[config.mk]
export PLATFORM = sky130hd
export DESIGN_NAME = peripheral_uart_tx_fifo
export DESIGN_NICKNAME = d
export VERILOG_FILES = /design/src/rtl/peripheral_uart_tx_fifo.sv
export SDC_FILE = /design/constraint.sdc
export NUM_CORES = 1
export LEC_CHECK = 0
export ABC_AREA = 1
export BUFFER_PORTS_ARGS = -buffer_cell sky130_fd_sc_hd__buf_4
export CORE_AREA = 2 2 141 197
export CTS_BUF_LIST = sky130_fd_sc_hd__clkbuf_8
export CTS_CLUSTER_SIZE = 10
export DETAILED_ROUTE_END_ITERATION = 10
export DIE_AREA = 0 0 143 199
export HOLD_SLACK_MARGIN = 0.02
export SETUP_SLACK_MARGIN = 0.05
export SYNTH_ARGS = -nofsm -noshare
export SYNTH_HDL_FRONTEND = slang
export SYNTH_SLANG_ARGS = --single-unit
export TNS_END_PERCENT = 20
[constraint.sdc]
create_clock -name CLK -period 7 [get_ports CLK]
set_input_delay 0.35 -clock CLK [delete_from_list [all_inputs] [get_ports CLK]]
set_output_delay 0.35 -clock CLK [all_outputs]
set_load 0.01 [all_outputs]
[src/rtl/peripheral_uart_tx_fifo.sv]
// peripheral_uart_tx_fifo
//   UART transmit channel with a DEPTH-entry character FIFO, programmable
//   frame format (5..8 data bits, optional even/odd parity, 1 or 2 stop bits)
//   and a baud divisor (bit period = div_i+1 clock cycles).
//
// Ports
//   CLK, RSTN             clock, asynchronous active-low reset
//   wr_valid_i/wr_data_i  character write request / data
//   wr_ready_o            FIFO not full
//   en_i                  transmit enable (checked only between frames)
//   flush_i               synchronous FIFO clear; a running frame completes
//   div_i                 baud divisor
//   bits_i                character length code (0..3 -> 5..8 bits)
//   par_en_i, par_odd_i   parity present / odd parity
//   stop2_i               two stop bits
//   thr_i                 low-watermark level for event_o
//   tx_o                  registered serial output, idle high
//   busy_o                frame in progress
//   count_o               FIFO occupancy
//   event_o               one-cycle pulse after a pop that lands on thr_i
//
// state  | meaning
// IDLE   | line high, waiting for enable and a queued character
// START  | start bit (low)
// DATA   | data bits, LSB first
// PARITY | parity bit (only when latched parity enable is set)
// STOP   | one or two stop bits (high)
module peripheral_uart_tx_fifo #(
  parameter  int DEPTH     = 16,
  parameter  int DIV_WIDTH = 16,
  localparam int CW        = $clog2(DEPTH) + 1
) (
  input  logic                 CLK,
  input  logic                 RSTN,
  input  logic                 wr_valid_i,
  input  logic [7:0]           wr_data_i,
  output logic                 wr_ready_o,
  input  logic                 en_i,
  input  logic                 flush_i,
  input  logic [DIV_WIDTH-1:0] div_i,
  input  logic [1:0]           bits_i,
  input  logic                 par_en_i,
  input  logic                 par_odd_i,
  input  logic                 stop2_i,
  input  logic [CW-1:0]        thr_i,
  output logic                 tx_o,
  output logic                 busy_o,
  output logic [CW-1:0]        count_o,
  output logic                 event_o
);

  localparam int AW = $clog2(DEPTH);

  typedef enum logic [2:0] {
    S_IDLE,
    S_START,
    S_DATA,
    S_PARITY,
    S_STOP
  } state_t;

  state_t state, state_d;

  logic [7:0]           mem [DEPTH];
  logic [AW-1:0]        wptr, rptr;
  logic [CW-1:0]        count;
  logic                 full, push, pop, start_ok;
  logic [7:0]           head_m;
  logic [CW:0]          thr_p1;

  logic [DIV_WIDTH-1:0] tmr, div_q;
  logic                 bit_end;
  logic [7:0]           sh;
  logic [2:0]           bits_left;
  logic [1:0]           len_q;
  logic                 par_en_q, par_q, stop2_q, stop_left;
  logic                 tx_q, event_q;

  assign full       = (count == CW'(DEPTH));
  assign wr_ready_o = !full;
  // A write while full is dropped even if a pop frees a slot this cycle.
  assign push       = wr_valid_i && !full && !flush_i;
  assign start_ok   = en_i && (count != '0) && !flush_i;
  assign bit_end    = (tmr == '0);

  // Character length is taken from the configuration at pop time.
  assign head_m = mem[rptr] & (8'hFF >> (2'd3 - bits_i));
  assign thr_p1 = {1'b0, thr_i} + (CW+1)'(1);

  assign tx_o    = tx_q;
  assign busy_o  = (state != S_IDLE);
  assign count_o = count;
  assign event_o = event_q;

  // ---------------- FIFO ----------------
  always_ff @(posedge CLK) begin
    if (push) mem[wptr] <= wr_data_i;
  end

  always_ff @(posedge CLK or negedge RSTN) begin
    if (!RSTN) begin
      wptr    <= '0;
      rptr    <= '0;
      count   <= '0;
      event_q <= 1'b0;
    end else begin
      event_q <= pop && ({1'b0, count} == thr_p1);
      if (flush_i) begin
        wptr  <= '0;
        rptr  <= '0;
        count <= '0;
      end else begin
        if (push) wptr <= wptr + AW'(1);
        if (pop)  rptr <= rptr + AW'(1);
        if (push && !pop)      count <= count + CW'(1);
        else if (!push && pop) count <= count - CW'(1);
      end
    end
  end

  // ---------------- FSM ----------------
  always_ff @(posedge CLK or negedge RSTN) begin
    if (!RSTN) state <= S_IDLE;
    else       state <= state_d;
  end

  always_comb begin
    state_d = state;
    pop     = 1'b0;
    case (state)
      S_IDLE: begin
        if (start_ok) begin
          state_d = S_START;
          pop     = 1'b1;
        end
      end
      S_START: begin
        if (bit_end) state_d = S_DATA;
      end
      S_DATA: begin
        if (bit_end && bits_left == 3'd0) state_d = par_en_q ? S_PARITY : S_STOP;
      end
      S_PARITY: begin
        if (bit_end) state_d = S_STOP;
      end
      S_STOP: begin
        // Last stop cycle can chain straight into the next start bit.
        if (bit_end && !stop_left) begin
          if (start_ok) begin
            state_d = S_START;
            pop     = 1'b1;
          end else begin
            state_d = S_IDLE;
          end
        end
      end
      default: state_d = S_IDLE;
    endcase
  end

  // ---------------- shadow frame, bit timer, serial output ----------------
  always_ff @(posedge CLK or negedge RSTN) begin
    if (!RSTN) begin
      tmr       <= '0;
      div_q     <= '0;
      sh        <= '0;
      bits_left <= '0;
      len_q     <= '0;
      par_en_q  <= 1'b0;
      par_q     <= 1'b0;
      stop2_q   <= 1'b0;
      stop_left <= 1'b0;
      tx_q      <= 1'b1;
    end else if (pop) begin
      sh       <= head_m;
      div_q    <= div_i;
      tmr      <= div_i;
      len_q    <= bits_i;
      par_en_q <= par_en_i;
      par_q    <= (^head_m) ^ par_odd_i;
      stop2_q  <= stop2_i;
      tx_q     <= 1'b0;
    end else if (!bit_end) begin
      tmr <= tmr - DIV_WIDTH'(1);
    end else begin
      tmr <= div_q;
      case (state)
        S_START: begin
          tx_q      <= sh[0];
          bits_left <= {1'b1, len_q};  // length-1: 4..7
        end
        S_DATA: begin
          if (bits_left != 3'd0) begin
            sh        <= sh >> 1;
            tx_q      <= sh[1];
            bits_left <= bits_left - 3'd1;
          end else if (par_en_q) begin
            tx_q <= par_q;
          end else begin
            tx_q      <= 1'b1;
            stop_left <= stop2_q;
          end
        end
        S_PARITY: begin
          tx_q      <= 1'b1;
          stop_left <= stop2_q;
        end
        S_STOP: begin
          tx_q      <= 1'b1;
          stop_left <= 1'b0;
        end
        default: tx_q <= 1'b1;
      endcase
    end
  end

endmodule

==> metrics.yaml, run 1 <==
yosysTopAreaCell: "edfxtp_1"
viasPerCell: 4.74
synthTopCellsByArea: "edfxtp_1, dfrtp_1, nand2_1"
timing.hold.ws_ns: 0.0784
p_leak_uw: 0.00434
grt_max_degree: 71
worstHoldStart: "stop2_i"
timing.critical_path.mode_cell: "nand2_1"
syn_area_um2: 9210
setup_viol: 0
path_max_fanout: 54
layout_commonest_cell: "nand2_1"
cts-root-buf: "clkbuf_8"
status: "finished, final reports clean"
drt_iter0_markers: 483
nets: 1064
cts_tree: "built"
fin_tns_setup_ns: 0
drt_pre_antenna_iters: 5
wirelength_um: 20600
overflow: 0
yosysSeqAreaShare: 0.599
fmax_mhz: 286
fin_crit_sh: 0.499
die-area_um2: 28500
rows: 71
port_buffers: 47
syn_nets: 1027
grt_pass1_vias: 6364
antenna_left: 0
worstPathArrival_ns: 3.86
cp.depth: 15
reg2reg_to: "count_o[4]"
postSynthCellCount: 973
die_x_um: 143
worstHoldEndpoint: "stop2_q"
cp-startpoint: "tmr[0]"
setup_ws_ns: 3.50
end_kind: "flop"
design.core.area_um2: 26700
drive_gt1_frac: 0.111
syn2layout_area_growth_pct: 12.1
ys_types: 45
worstPathRequired_ns: 7.36
antenna_found_initial: 0
tightest_slew_ns: 0.932
hold_viol: 0
slowest_stage: "nand4_1"
final_cell_area_um2: 10300
drc_errors: 0
maxCapViolCount: 0
cts_buffers: 17
post_cts_buffers: 0
crit_type: "reg -> reg"
peakVddDrop_mv: 0.109
slowest_delay_ns: 0.42
diodes: 0
vias: 6582
rsz0062_at_grt: "no"
clk_pin_slew_ns: 0.11
initial_utilization: 0.345
syn_avg_cell_area_um2: 9.47
dieHeight_um: 199
crit_chain: "inv_1 -> ha_1 -> inv_1 -> nor3_1 -> nand4_1 -> o21ai_2 -> nand2_4 -> nand2_1 -> ha_1 -> a21oi_1 -> nand2_1 -> xor2_1 -> xor2_1 -> nand2_1 -> o21ai_1"
ioPinCount: 48
num-fill-cells: 2628
layout_common_cells: "nand2_1, edfxtp_1, inv_1, nor2_1, nand3_1"
routedWlPerCell_um: 14.9
final-max-slew-violation-count: 0
yosysTopAreaCellShare: 0.417
relSlewSlack: 0.375
post-route-min-period_ns: 3.50
powerDensity_nw_per_um2: 301
cp.buffers_inverters: 2
cts-resized-gates: 0
ctsLongestPathBuffers: 2
grt_util_all_layers: 0.153
seqCellArea_um2: 5520
finClkSkew_ns: 0.0202
clock-sinks: 195
r2r_start: "tmr[0]"
grt_pass1_wl_um: 33500
crit_family: "simple AND/OR/NAND/NOR gates"
rrSetupSlack_ns: 3.50
insertion_delay_ns: 0.48
place_hpwl_um: 13400
placed_area_um2: 9880
holdPathStages: 3
ys_ff_latch: 195
cts_max_level: 4
cp-start-kind: "flop"
dp_slack_ns: 3.53
multi_input_area_um2: 3100
hp-class: "in -> reg"
place_congestion: 0.822
yosys_warnings: 0
reg2regPathDepth: 15
[worst max-delay path by stage]
stage | endpoint | slack (ns)
floorplan | count_o[4] | 4.48
global placement | count_o[4] | 3.65
detailed placement | count_o[4] | 3.53
CTS | count_o[4] | 3.50
global route | count_o[4] | 3.03
finish | count_o[4] | 3.50
[synthesized netlist by cell type, drive strengths merged]
cell    number
clkinv       3
o211ai      10
buf         33
o21ai       88
mux2i        1
a21oi       18
o22ai        5
dfstp        1
nand3       79
nor4         5
o31ai        1
nand3b       1
o21a         2
xor2        13
nand4        8
or3          1
clkbuf       2
dfrtp       66
fa           1
ha          14
a22oi        1
xnor2        6
nor2        82
inv        105
nand2      273
a211oi       1
edfxtp     128
or2          2
o221ai       1
a31o         1
nor3        21
[flip-flops by register name (all words and copies together), names as in the netlist, 3 cells and up]
| name | cells |
|---|---|
| wptr | 4 |
| rptr | 4 |
| count_o | 5 |
| tmr | 16 |
| mem | 128 |
| div_q | 16 |
| state | 3 |
| sh | 8 |
| bits_left | 3 |
[metal layers]
metal  global-route usage  share of wire  vias up
met1                0.175           0.42     3131
met2                0.283           0.53      126
met3               0.0294          0.038       23
met5                    0              0        -
li1                     -              -     3302
met4               0.0513          0.020        0
[tightest hold or removal path: stages]
cell     delay [ns]
buf_4          0.08
nand2_1        0.04
o21ai_0        0.06
[cell type report]
cell class	count	share of cell area
Tap cell	365	0.0442
Sequential cell	195	0.535
Inverter	108	0.0395
Clock buffer	17	0.0227
Timing Repair Buffer	53	0.0388
Multi-Input combinational cell	635	0.300
Clock inverter	15	0.0196
[through the flow]
| step | utilization | total power (uW) | cells |
|---|---|---|---|
| floorplan | - | 2130 | 973 |
| global placement | 0.369 | 2340 | 1355 |
| global route | 0.386 | 3330 | 1388 |
| CTS | 0.386 | 3140 | 1388 |
| detailed placement | 0.369 | 2360 | 1355 |
| finish | 0.386 | 3110 | 1388 |
[power breakdown]
part	total (uW)	internal, uW	leakage, uW	switching, uW
Clock	787	363	0.000208	423
Combinational	814	308	0.00214	506
Sequential	1510	1390	0.00200	121
[repair_timing]
item / CTS / global route
hold buffers: 1 / 0
endpoints found under the setup margin: 0 / 0
hold endpoints to repair: 28 / 0
[cell families after synthesis]
logic type / after synthesis / share of synthesized area
XOR/XNOR: 19 / 0.0181
AO/OA/AOI/OAI: 128 / 0.0776
multiplexers: 1 / 0.00109
flip-flops: 195 / 0.599
buffers and inverters: 143 / 0.0694
adder cells (fa/ha/maj): 15 / 0.0212
AND/OR/NAND/NOR: 472 / 0.213
(Power assumes the default switching activity.)
==> run 2, diff against run 1 <==
- clock period: 7 -> 2.9 ns (I/O delays scaled with it)
==> run 2 against run 1 <==
Compared with the run above: sequential cell count stayed put; design area is 3.5% higher; cell count is 3.5% higher; combinational power is 150% higher; critical path type unchanged; largest cell class unchanged.
==> metrics.yaml, run 2 (synthesis results as in run 1) <==
place_congestion: 0.785  # -4.5%
design.core.area_um2: 26700  # unchanged
drc_errors: 0  # unchanged
crit_chain: "inv_1 -> ha_1 -> inv_1 -> nor3_1 -> nand4_1 -> o21ai_2 -> nand2_4 -> nand2_2 -> ha_1 -> a21oi_1 -> nand2_1 -> xor2_1 -> xor2_1 -> nand2_1 -> o21ai_1"
grt_util_all_layers: 0.154  # +0.000485
relSlewSlack: 0.389  # +0.0141
layout_common_cells: "nand2_1, edfxtp_1, inv_1, nor2_1, nand3_1"
insertion_delay_ns: 0.49  # about the same
viasPerCell: 4.70  # -0.96%
stdcell_count: 1436  # +3.5%
place_hpwl_um: 13900  # +3.6%
layout_commonest_cell: "nand2_1"
worstPathArrival_ns: 2.95  # -0.91 ns
multi_input_area_um2: 3050  # -1.5%
cts_buffers: 17  # unchanged
maxCapViolCount: 0  # unchanged
top_regs: "mem x128, div_q x16, tmr x16"
cp-start-kind: "flop"
rrSetupSlack_ns: 0.33  # -3.18 ns
worstHoldStart: "wr_valid_i"
path_max_fanout: 6  # -89%
dieHeight_um: 199  # unchanged
r2r_start: "tmr[0]"
slowest_delay_ns: 0.38  # -0.04 ns
initial_utilization: 0.345  # unchanged
hold_viol: 0  # unchanged
crit_type: "reg -> reg"
syn2layout_area_growth_pct: 16.0
drive_gt1_frac: 0.114  # +0.00248
grt_max_degree: 68  # -4.2%
fmax_mhz: 389  # +36%
power_uw: 7470  # +140%
grt_pass1_wl_um: 33500  # unchanged
grt_pass1_vias: 6625  # +4.1%
wirelength_um: 20800  # +0.94%
fin_tns_setup_ns: 0  # unchanged
peakVddDrop_mv: 0.254  # +130%
final_core_util: 0.400  # +0.0135
largest_reg_flops: 128  # unchanged
seqCellArea_um2: 5520  # unchanged
routedWlPerCell_um: 14.5  # -2.4%
rows: 71  # unchanged
port_buffers: 47  # unchanged
largest-register: "mem"
diodes: 0  # unchanged
drt_pre_antenna_iters: 5  # unchanged
tightest_slew_ns: 0.913  # -0.0194 ns
hp-class: "in -> reg"
vias: 6744  # +2.5%
end_kind: "flop"
antenna_found_initial: 0  # unchanged
nets: 1112  # +4.5%
status: "finished, final reports clean"
worstPathRequired_ns: 3.28  # -4.08 ns
dp.cells: 1373  # +1.3%
crit_family: "simple AND/OR/NAND/NOR gates"
post-route-min-period_ns: 2.57  # -0.924 ns
p_leak_uw: 0.00456  # +5.0%
finClkSkew_ns: 0.0169  # -0.00324 ns
final-max-slew-violation-count: 0  # unchanged
ioPinCount: 48  # unchanged
cts-root-buf: "clkbuf_8"
overflow: 0  # unchanged
post_cts_buffers: 0  # unchanged
num-fill-cells: 2610  # -0.68%
cp.buffers_inverters: 2  # unchanged
fin_crit_sh: 0.887  # +0.388
cp-startpoint: "tmr[0]"
clock-sinks: 195  # unchanged
slowest_stage: "dfrtp_1"
clk_pin_slew_ns: 0.11  # about the same
rsz0062_at_grt: "yes"
cts_max_level: 4  # unchanged
powerDensity_nw_per_um2: 699  # +130%
ctsLongestPathBuffers: 2  # unchanged
antenna_left: 0  # unchanged
die-area_um2: 28500  # unchanged
drt_iter0_markers: 357  # -26%
die_x_um: 143  # unchanged
final_cell_area_um2: 10700  # +3.5%
setup_viol: 0  # unchanged
placed_area_um2: 9960  # +0.86%
cts_tree: "built"
-- run 2: area by class of cell --
type / instances / share of cell area
clock buffers: 17 / 0.0219
clock inverters: 15 / 0.0164
inverters: 108 / 0.0382
multi-input cells: 635 / 0.286
flip-flops and latches: 195 / 0.517
well taps: 365 / 0.0427
repair buffers: 101 / 0.0782
-- run 2: final timing paths --
kind	end	cells after the start
min reg2reg	div_q[3]	2
min	wptr[3]	4
min in group asynchronous	div_q[2]	2
max in group asynchronous	rptr[0]	2
max	count_o[4]	15
max reg2reg	count_o[4]	15
-- run 2: timing repair --
action	in CTS	in global routing
hold endpoints to repair	233	0
gates resized for setup	0	1
setup endpoints to repair	0	3
hold buffers	31	0
-- run 2: layer usage --
metal	wire length, um	global-route usage	up-vias
li1	-	-	3391
met1	8630	0.173	3211
met3	566	0.0284	26
met2	11200	0.287	116
met4	382	0.0528	0
met5	0	0	-
-- run 2: tightest hold or removal path, cell delays in order --
cell and delay, ns:
buf_4 0.09, nand2_1 0.08, nor3_1 0.14, nor2_1 0.06
-- run 2: stage by stage --
step	setup WS, ns	hold slack [ns]
finish	0.328	0.0699
global route	0.0354	0.110
CTS	0.194	0.0472
detailed placement	0.207	0.324
global placement	0.258	0.328
floorplan	0.378	-0.151
-- run 2: power breakdown --
group / internal (uW) / switching, uW
sequential: 3350 / 296
combinational: 783 / 1220
clock: 793 / 1030
==> run 3, diff against run 2 <==
- CELL_PAD_IN_SITES_DETAIL_PLACEMENT: unset -> 0
- CELL_PAD_IN_SITES_GLOBAL_PLACEMENT: unset -> 2
- PLACE_DENSITY_LB_ADDON: unset -> 0.1
==> run 3 against run 2 <==
Compared with the run above: clock power about the same; sequential cell count is the same; power rose by 2.0%; count of clock-buffer cells in the layout unchanged; critical endpoint unchanged; highest routed layer unchanged.
==> metrics.yaml, run 3 (synthesis results as in run 1) <==
seqPwrFrac: 0.478  # -0.011
finClkSkew_ns: 0.0119  # -0.00501 ns
antenna_found_initial: 0  # unchanged
cts_tree: "built"
viasPerCell: 4.65  # -1.0%
tightest_slew_ns: 0.934  # +0.0211 ns
grt_max_degree: 71  # +4.4%
drive_gt1_frac: 0.121  # +0.00750
p_leak_uw: 0.00460  # +0.85%
clock_power_share: 0.242  # about the same
crit_type: "reg -> reg"
relSlewSlack: 0.377  # -0.0118
fmax_mhz: 396  # +1.8%
grt_util_all_layers: 0.186  # +0.0322
layout_common_cells: "nand2_1, edfxtp_1, inv_1, nor2_1, nand3_1"
switching_share: 0.349  # +0.00881
hp-class: "in -> reg"
p_comb_frac: 0.280  # +0.012
holdPathStages: 4  # unchanged
diodes: 0  # unchanged
peakVddDrop_mv: 0.324  # +28%
final-max-slew-violation-count: 0  # unchanged
design.core.area_um2: 26700  # unchanged
worstPathArrival_ns: 2.88  # -0.07 ns
clock-sinks: 195  # unchanged
largest-register: "mem"
setup_viol: 0  # unchanged
largest_reg_flops: 128  # unchanged
antenna_left: 0  # unchanged
place_hpwl_um: 17200  # +24%
routedWlPerCell_um: 17.2  # +19%
cts_max_level: 4  # unchanged
layout_commonest_cell: "nand2_1"
maxCapViolCount: 0  # unchanged
dieHeight_um: 199  # unchanged
rsz0062_at_grt: "no"
cp-start-kind: "flop"
path_max_fanout: 6  # unchanged
initial_utilization: 0.345  # unchanged
grt_pass1_wl_um: 39400  # +18%
nets: 1120  # +0.72%
ctsLongestPathBuffers: 2  # unchanged
wirelength_um: 24900  # +19%
place_congestion: 0.780  # -0.70%
grt.busiest_layer: "met2"
fin_crit_sh: 0.871  # -0.0156
met3_usage: 0.0299  # +0.00144
die-area_um2: 28500  # unchanged
cts-root-buf: "clkbuf_8"
reg2regPathDepth: 15  # unchanged
top_regs: "mem x128, div_q x16, tmr x16"
overflow: 0  # unchanged
clk_pin_slew_ns: 0.10  # about the same
power_uw: 7610  # +2.0%
port_buffers: 47  # unchanged
worstPathRequired_ns: 3.26  # -0.02 ns
drc_errors: 0  # unchanged
hold_viol: 0  # unchanged
num-fill-cells: 2714  # +4.0%
drt_pre_antenna_iters: 4  # -1
vias: 6714  # -0.44%
insertion_delay_ns: 0.47  # -0.02 ns
gr-usage-met1: 0.207  # +0.0343
status: "finished, final reports clean"
cts_buffers: 17  # unchanged
drt_iter0_markers: 377  # +5.6%
die_x_um: 143  # unchanged
p_int_uw: 4960  # +0.64%
post-route-min-period_ns: 2.53  # -0.0451 ns
setup_ws_ns: 0.373  # +0.0451 ns
p_switching_uw: 2650  # +4.6%
end_kind: "flop"
grt_use_met2: 0.348  # +0.0611
syn2layout_area_growth_pct: 16.9
grt_pass1_vias: 7020  # +6.0%
dp_slack_ns: 0.274  # +0.0669 ns
powerDensity_nw_per_um2: 707  # +1.2%
ioPinCount: 48  # unchanged
fin_tns_setup_ns: 0  # unchanged
rows: 71  # unchanged
## run 3: changes by cell type in the layout (fill, tap and decap cells not counted), moves of 2 or more
cell	before	now
buf_4	70	76
inv_6	4	7
buf_12	0	2
inv_1	101	99
## run 3: final timing paths
| path | endpoint | startpoint | slack (ns) |
|---|---|---|---|
| max | count_o[4] | tmr[0] | 0.37 |
| min | wptr[0] | wr_valid_i | 0.07 |
| max reg2reg | count_o[4] | tmr[0] | 0.37 |
| min reg2reg | div_q[6] | div_q[6] | 0.48 |
| max in group asynchronous | rptr[0] | RSTN | 1.93 |
| min in group asynchronous | wptr[2] | RSTN | 0.35 |
## run 3: critical path, stage by stage (launching register included)
cell and delay [ns]:
dfrtp_1 0.38, inv_1 0.14, ha_1 0.20, inv_1 0.06
nor3_1 0.17, nand4_1 0.15, o21ai_2 0.23, nand2_4 0.08
nand2_4 0.10, ha_1 0.27, a21oi_1 0.13, nand2_1 0.07
xor2_1 0.15, xor2_1 0.16, nand2_1 0.07, o21ai_1 0.06
## run 3: area by class of cell
type,count,area (um^2),share of cell area
inverters,108,408,0.0379
clock buffers,17,234,0.0217
clock inverters,15,166,0.0155
multi-input cells,635,3060,0.284
repair buffers,109,921,0.0855
flip-flops and latches,195,5520,0.513
well taps,365,457,0.0424
## run 3: repair_timing
item                       in CTS  in global routing
buffers inserted                0                  0
setup endpoints to repair       0                  1
hold endpoints to repair      233                  0
resized for setup               0                  2
hold buffers                   31                  0
## run 3: power groups by stage
stage | clock network, uW | registers, uW | logic (uW)
floorplan | 0 | 3640 | 1490
global placement | 0 | 3700 | 2150
detailed placement | 0 | 3690 | 2140
CTS | 1910 | 3640 | 2190
global route | 2010 | 3690 | 2490
finish | 1850 | 3640 | 2130
## run 3: per-layer routing
metal  wire [um]  vias to the layer above
li1            -                     3411
met1       10300                     3198
met2       13500                       78
met3         475                       27
met4         624                        0
met5           0                        -
## run 3: stage by stage
| step | hold slack [ns] | instance area (um^2) | cells | util |
|---|---|---|---|---|
| after global placement | 0.351 | 10000 | 1381 | 0.376 |
| after CTS | 0.0382 | 10800 | 1444 | 0.402 |
| after global routing | 0.0700 | 10800 | 1444 | 0.403 |
| after floorplan | -0.151 | 9210 | 973 | - |
| after detailed placement | 0.351 | 10000 | 1381 | 0.376 |
| final | 0.0718 | 10800 | 1444 | 0.403 |
